**config.mk**
```make
export PLATFORM = sky130hd
export DESIGN_NAME = aes_key_schedule
export DESIGN_NICKNAME = d
export VERILOG_FILES = /design/src/rtl/aes_key_schedule.sv
export SDC_FILE = /design/constraint.sdc
export NUM_CORES = 2
export LEC_CHECK = 0
export CORE_MARGIN = 1
export CORE_UTILIZATION = 35
export DETAILED_ROUTE_END_ITERATION = 7
export MAX_ROUTING_LAYER = met4
export SYNTH_ARGS = -nofsm -noshare
export SYNTH_HDL_FRONTEND = slang
export SYNTH_SLANG_ARGS = --single-unit
```
**constraint.sdc**
```tcl
create_clock -name clk -period 48.1 [get_ports clk]
set_clock_uncertainty 0.05 [all_clocks]
set_input_delay 4.81 -clock clk [delete_from_list [all_inputs] [get_ports clk]]
set_output_delay 4.81 -clock clk [all_outputs]
set_load 0.01 [all_outputs]
```
**src/rtl/aes_key_schedule.sv**
```systemverilog
// rtl/aes_key_schedule.sv - AES-128 key expansion: roundKey iterated once per clock into a round-key bank
// Optional feature macro: KEYSCHED_ZEROIZE_EN (adds zeroize input and bank reset)

module aes_round_key (
  input  logic [127:0] key_in,
  input  logic [3:0]   round,
  output logic [127:0] key_out
);

  function automatic logic [7:0] gf_mul(input logic [7:0] a, input logic [7:0] b);
    logic [7:0] p;
    logic [7:0] aa;
    p  = 8'h00;
    aa = a;
    for (int i = 0; i < 8; i++) begin
      if (b[i]) p = p ^ aa;
      aa = {aa[6:0], 1'b0} ^ (aa[7] ? 8'h1b : 8'h00);
    end
    return p;
  endfunction

  // Multiplicative inverse as x^254 (0 maps to 0), then the FIPS-197 affine map
  function automatic logic [7:0] sbox(input logic [7:0] x);
    logic [7:0] sq;
    logic [7:0] inv;
    sq  = x;
    inv = 8'h01;
    for (int i = 1; i < 8; i++) begin
      sq  = gf_mul(sq, sq);
      inv = gf_mul(inv, sq);
    end
    return inv ^ {inv[6:0], inv[7]} ^ {inv[5:0], inv[7:6]} ^
           {inv[4:0], inv[7:5]} ^ {inv[3:0], inv[7:4]} ^ 8'h63;
  endfunction

  logic [7:0]  rcon;
  logic [31:0] w0, w1, w2, w3, rot, temp, n0, n1, n2, n3;

  always_comb begin
    rcon = 8'h00;
    case (round)
      4'd0: rcon = 8'h01;
      4'd1: rcon = 8'h02;
      4'd2: rcon = 8'h04;
      4'd3: rcon = 8'h08;
      4'd4: rcon = 8'h10;
      4'd5: rcon = 8'h20;
      4'd6: rcon = 8'h40;
      4'd7: rcon = 8'h80;
      4'd8: rcon = 8'h1b;
      4'd9: rcon = 8'h36;
      default: rcon = 8'h00;
    endcase
  end

  assign w0   = key_in[127:96];
  assign w1   = key_in[95:64];
  assign w2   = key_in[63:32];
  assign w3   = key_in[31:0];
  assign rot  = {w3[23:0], w3[31:24]};
  assign temp = {sbox(rot[31:24]) ^ rcon, sbox(rot[23:16]), sbox(rot[15:8]), sbox(rot[7:0])};
  assign n0   = w0 ^ temp;
  assign n1   = w1 ^ n0;
  assign n2   = w2 ^ n1;
  assign n3   = w3 ^ n2;
  assign key_out = {n0, n1, n2, n3};

endmodule

module aes_key_schedule #(
  parameter int NR    = 10,
  parameter int KEY_W = 128
) (
  input  logic             clk,
  input  logic             rst,
  input  logic             start,
  input  logic [KEY_W-1:0] key_in,
  output logic             busy,
  output logic             keys_valid,
  input  logic [3:0]       rd_idx,
  output logic [KEY_W-1:0] rd_key
`ifdef KEYSCHED_ZEROIZE_EN
  ,
  input  logic             zeroize
`endif
);

  typedef enum logic [1:0] {IDLE, EXPAND, DONE} state_t;

  localparam logic [3:0] LAST_CNT = 4'(NR - 1);
  localparam logic [3:0] LAST_IDX = 4'(NR);

  state_t           state, state_next;
  logic [3:0]       cnt;
  logic [KEY_W-1:0] bank [0:NR];
  logic [KEY_W-1:0] next_key;
  logic             zero_req;
  logic             load;
  logic             bank_we;
  logic [3:0]       bank_waddr;
  logic [KEY_W-1:0] bank_wdata;

`ifdef KEYSCHED_ZEROIZE_EN
  assign zero_req = zeroize;
`else
  assign zero_req = 1'b0;
`endif

  assign load = start && (state != EXPAND) && !zero_req;

  aes_round_key u_round_key (
    .key_in  (bank[cnt]),
    .round   (cnt),
    .key_out (next_key)
  );

  always_ff @(posedge clk or posedge rst) begin
    if (rst) state <= IDLE;
    else     state <= state_next;
  end

  always_comb begin
    state_next = state;
    if (zero_req) begin
      state_next = IDLE;
    end else begin
      case (state)
        IDLE, DONE: if (start) state_next = EXPAND;
        EXPAND:     if (cnt == LAST_CNT) state_next = DONE;
        default:    state_next = IDLE;
      endcase
    end
  end

  always_comb begin
    busy       = (state == EXPAND);
    keys_valid = (state == DONE);
  end

  // cnt holds at NR-1 on the final expansion edge
  always_ff @(posedge clk or posedge rst) begin
    if (rst)                                    cnt <= 4'd0;
    else if (zero_req || load)                  cnt <= 4'd0;
    else if (state == EXPAND && cnt != LAST_CNT) cnt <= cnt + 4'd1;
  end

  always_comb begin
    bank_we    = 1'b0;
    bank_waddr = 4'd0;
    bank_wdata = next_key;
    if (load) begin
      bank_we    = 1'b1;
      bank_wdata = key_in;
    end else if (state == EXPAND && !zero_req) begin
      bank_we    = 1'b1;
      bank_waddr = cnt + 4'd1;
    end
  end

`ifdef KEYSCHED_ZEROIZE_EN
  always_ff @(posedge clk or posedge rst) begin
    if (rst || zero_req) begin
      for (int i = 0; i <= NR; i++) bank[i] <= '0;
    end else if (bank_we) begin
      bank[bank_waddr] <= bank_wdata;
    end
  end
`else
  always_ff @(posedge clk) begin
    if (bank_we) bank[bank_waddr] <= bank_wdata;
  end
`endif

  always_ff @(posedge clk or posedge rst) begin
    if (rst)                    rd_key <= '0;
    else if (zero_req)          rd_key <= '0;
    else if (rd_idx <= LAST_IDX) rd_key <= bank[rd_idx];
    else                        rd_key <= '0;
  end

endmodule

```
==> summary.txt <==
Run status
  – Run status: finished with violations
  – Failing checks: DRC

Floorplanning
  – Initial Util: 0.352
  – Row count: 219
  – Core footprint: 356000 µm²
  – Die X: ~600 µm
  – IO Count: 265
  – Die area: 360000 µm²
  – Die Height: ~600 µm

Clock network
  – Hold Buf Count CTS: 0
  – CTS tree: built
  – CTS HTree Levels: 4
  – # Post-CTS Setup Buffers: 0
  – CTS buffer count: 162
  – Max Buffers Root-to-Sink: 3
  – Clk sinks: 1542
  – Reg clk slew, reported paths: 0.06 ns
  – Skew-Pair Late Insertion Delay: 0.82 ns
  – Post-CTS sizing: 0
  – Root buf cell: clkbuf_16

Drt
  – TritonRoute pass-1 iters: 8
  – WL per Instance: ~25 µm
  – Antenna viol nets, final: 0
  – DRC: 14
  – Via count: 94226
  – Vias/cell: 5.67
  – 1st-iter DRT viols: between 9000 and 10000
  – Final wirelength: 408 mm

Synthesis
  – Synth Area in Compound Gates: 0.109
  – Synth cell types: 123
  – Post-synth top area share: 0.337
  – Sequential area share after synthesis: 0.364
  – EDFF count, synth: 1408
  – Post-Synth Simple-Gate Area: 0.106
  – Leading area contributor after synthesis: edfxtp_1
  – Ys async rst share: 0.0869
  – Primary FF master, synth: edfxtp_1
  – Synth top area cells: edfxtp_1 (34%), xnor2_1 (12%), mux4_2 (9.0%)
  – Syn_area_per_cell: 10.7 µm²
  – Synthesized cell area: about 130000 µm²
  – Post-synthesis mux area share: 0.156
  – Syn_nets: roughly 12000
  – Register bit total from synthesis: approximately 1500
  – Largest family of logic cells by synthesized area: XOR/XNOR gates
  – Mapped Cells: roughly 12000
  – Adder-Cell Fraction of Synth Area: 0.00258
  – Yosys warning count: 0
  – Xor/xnor share of the synthesized area: 0.231

Finish
  – P&R area growth vs syn: 11.1%
  – Share of cells above drive strength 1: 0.140
  – Final core utilization: 0.391
  – Nets: 11880
  – Filler instances: approximately 34000

Setup path
  – Worst setup EP type: flip-flop
  – Crit start category: flip-flop
  – Crit-path most repeated cell: xnor2_1
  – Kind of critical path: reg2reg
  – Slowest cell on the critical path: xnor2_1
  – CP Max Fanout: 69
  – WP data arrival: 24.83 ns
  – Crit path largest cell delay: about 0.95 ns
  – Crit path required time: 48.53 ns

Global route
  – Initial antenna violation count: 16
  – GRT Overall Usage: 0.225
  – Largest net degree at the start of global routing: 158
  – Remaining Overflow, GRT: 0
  – First-pass GRT wire length: 604 mm
  – Number of global-route vias before repair: 89995

STA
  – Fin Setup TNS: 0 ns
  – Final min period: 24.39 ns
  – Fmax: approximately 0.04 GHz
  – Fin worst setup slack: 23.71 ns
  – Slew HR: 0.114
  – Final Setup Violations: 0
  – Final hold vios: 0
  – Period utilization: 0.507
  – RSZ-0062 raised after global routing: false
  – Worst-margin pin slew: 1.33 ns
  – Max-slew violation count: 0

Place
  – Setup WS pre-CTS: 23.69 ns
  – Post-DP HPWL: roughly 270 mm
  – GP Congestion: 0.909
  – PortBufs: 264

Run
  – Max cap viols: 0

Hold path
  – Hold WC Path Type: reg2reg
cells in the final DEF (no fill, tap or decap), types with 317 or more instances in the layout:
cell type / Yosys / final
xnor2_1: 1730 / 1697
edfxtp_1: 1408 / 1408
nor2_1: 1412 / 1407
nand2_1: 900 / 898
a21oi_1: 622 / 622
mux2i_1: 575 / 575
mux4_2: 500 / 500
xor2_1: 486 / 478
o21ai_0: 445 / 441
buf_4: 40 / 376
o22ai_1: 317 / 317
logic make-up after synthesis:
group           Yosys count
simple gates           3099
compound gates         2166
flops                  1542
buf+inv                 906
mux                    1291
fa+ha+maj                26
xor+xnor               2661
layout make-up:
class | count | area, µm² | share of cell area
clock buffers | 239 | 4540 | 0.0326
multi-input cells | 9243 | 76100 | 0.547
flip-flops and latches | 1542 | 45600 | 0.328
well taps | 4751 | 5940 | 0.0427
repair buffers | 654 | 5750 | 0.0413
diodes | 7 | 17.5 | 0.000126
clock inverters | 64 | 731 | 0.00525
inverters | 117 | 450 | 0.00324
metal layers:
| layer | track usage | vias to the layer above | wire [µm] |
|---|---|---|---|
| met4 | 0.0975 | 0 | 20400 |
| met2 | 0.351 | 3778 | 188000 |
| met1 | 0.296 | 47155 | 169000 |
| met3 | 0.0281 | 606 | 30300 |
| li1 | - | 42687 | - |
| met5 | - | - | 0 |
worst paths after layout:
path                                       from                     to  slack (ns)  cells past startpoint
hold reg to reg            state[0]$_DFFE_PP0P_   state[0]$_DFFE_PP0P_        0.45                      1
setup / recovery             cnt[0]$_DFFE_PP0P_  bank[7][19]$_DFFE_PP_       23.71                     56
hold / removal             state[0]$_DFFE_PP0P_   state[0]$_DFFE_PP0P_        0.45                      1
min in group asynchronous                   rst   rd_key[38]$_DFF_PP0_        4.58                      2
max in group asynchronous                   rst   rd_key[98]$_DFF_PP0_       42.06                      3
setup reg to reg             cnt[0]$_DFFE_PP0P_  bank[7][19]$_DFFE_PP_       23.71                     56
cells in the mapped netlist (23+ instances only):
cell type  number
o21a_1         23
nor3_1        194
xor3_1         30
xor2_2         27
o211ai_1      122
nor2b_1        71
edfxtp_1     1408
or2_2          26
a21oi_1       622
xnor2_2        84
and3_1         35
a211oi_1       75
dfrtp_1       134
xnor2_1      1730
buf_6          23
a22oi_1        55
inv_1          91
o21ai_1        44
o21ai_0       445
ha_1           25
o221ai_1       26
a31oi_1        76
a221oi_1       29
mux2_2        202
xor2_1        486
buf_1         121
nand2_1       900
and2_1         56
o22ai_1       317
nor2_1       1412
clkbuf_1      475
mux4_2        500
xnor3_1       262
o31ai_1        33
nand3_1       154
buf_4          40
buf_2         112
nor4_1         29
or3_1          49
nand2b_1       83
a21o_1         30
mux2i_1       575
flip-flops by register name, summed over array words and instances, names as in the netlist:
signal  flops
rd_key    128
state       2
bank     1408
cnt         4
worst max-delay path, delay by kind of cell (launching register included):
family	cells	cell delay, ns
xor+xnor	30	13.21
compound gates	9	3.80
buf+inv	5	2.65
simple gates	9	1.81
fa+ha+maj	2	0.97
flops	1	0.94
mux	1	0.42
metrics by stage:
step           std cells  area, µm²  hold WS (ns)
2_1_floorplan      11691     125000         0.398
3_3_place_gp       16305     134000         0.426
3_5_place_dp       16306     134000         0.434
4_1_cts            16609     139000         0.442
5_1_grt            16613     139000         0.481
6_report           16617     139000         0.446
Power is left out: the tool's default activity adds up to more than one toggle a clock period on the data nets, which glitch-free logic cannot reach.
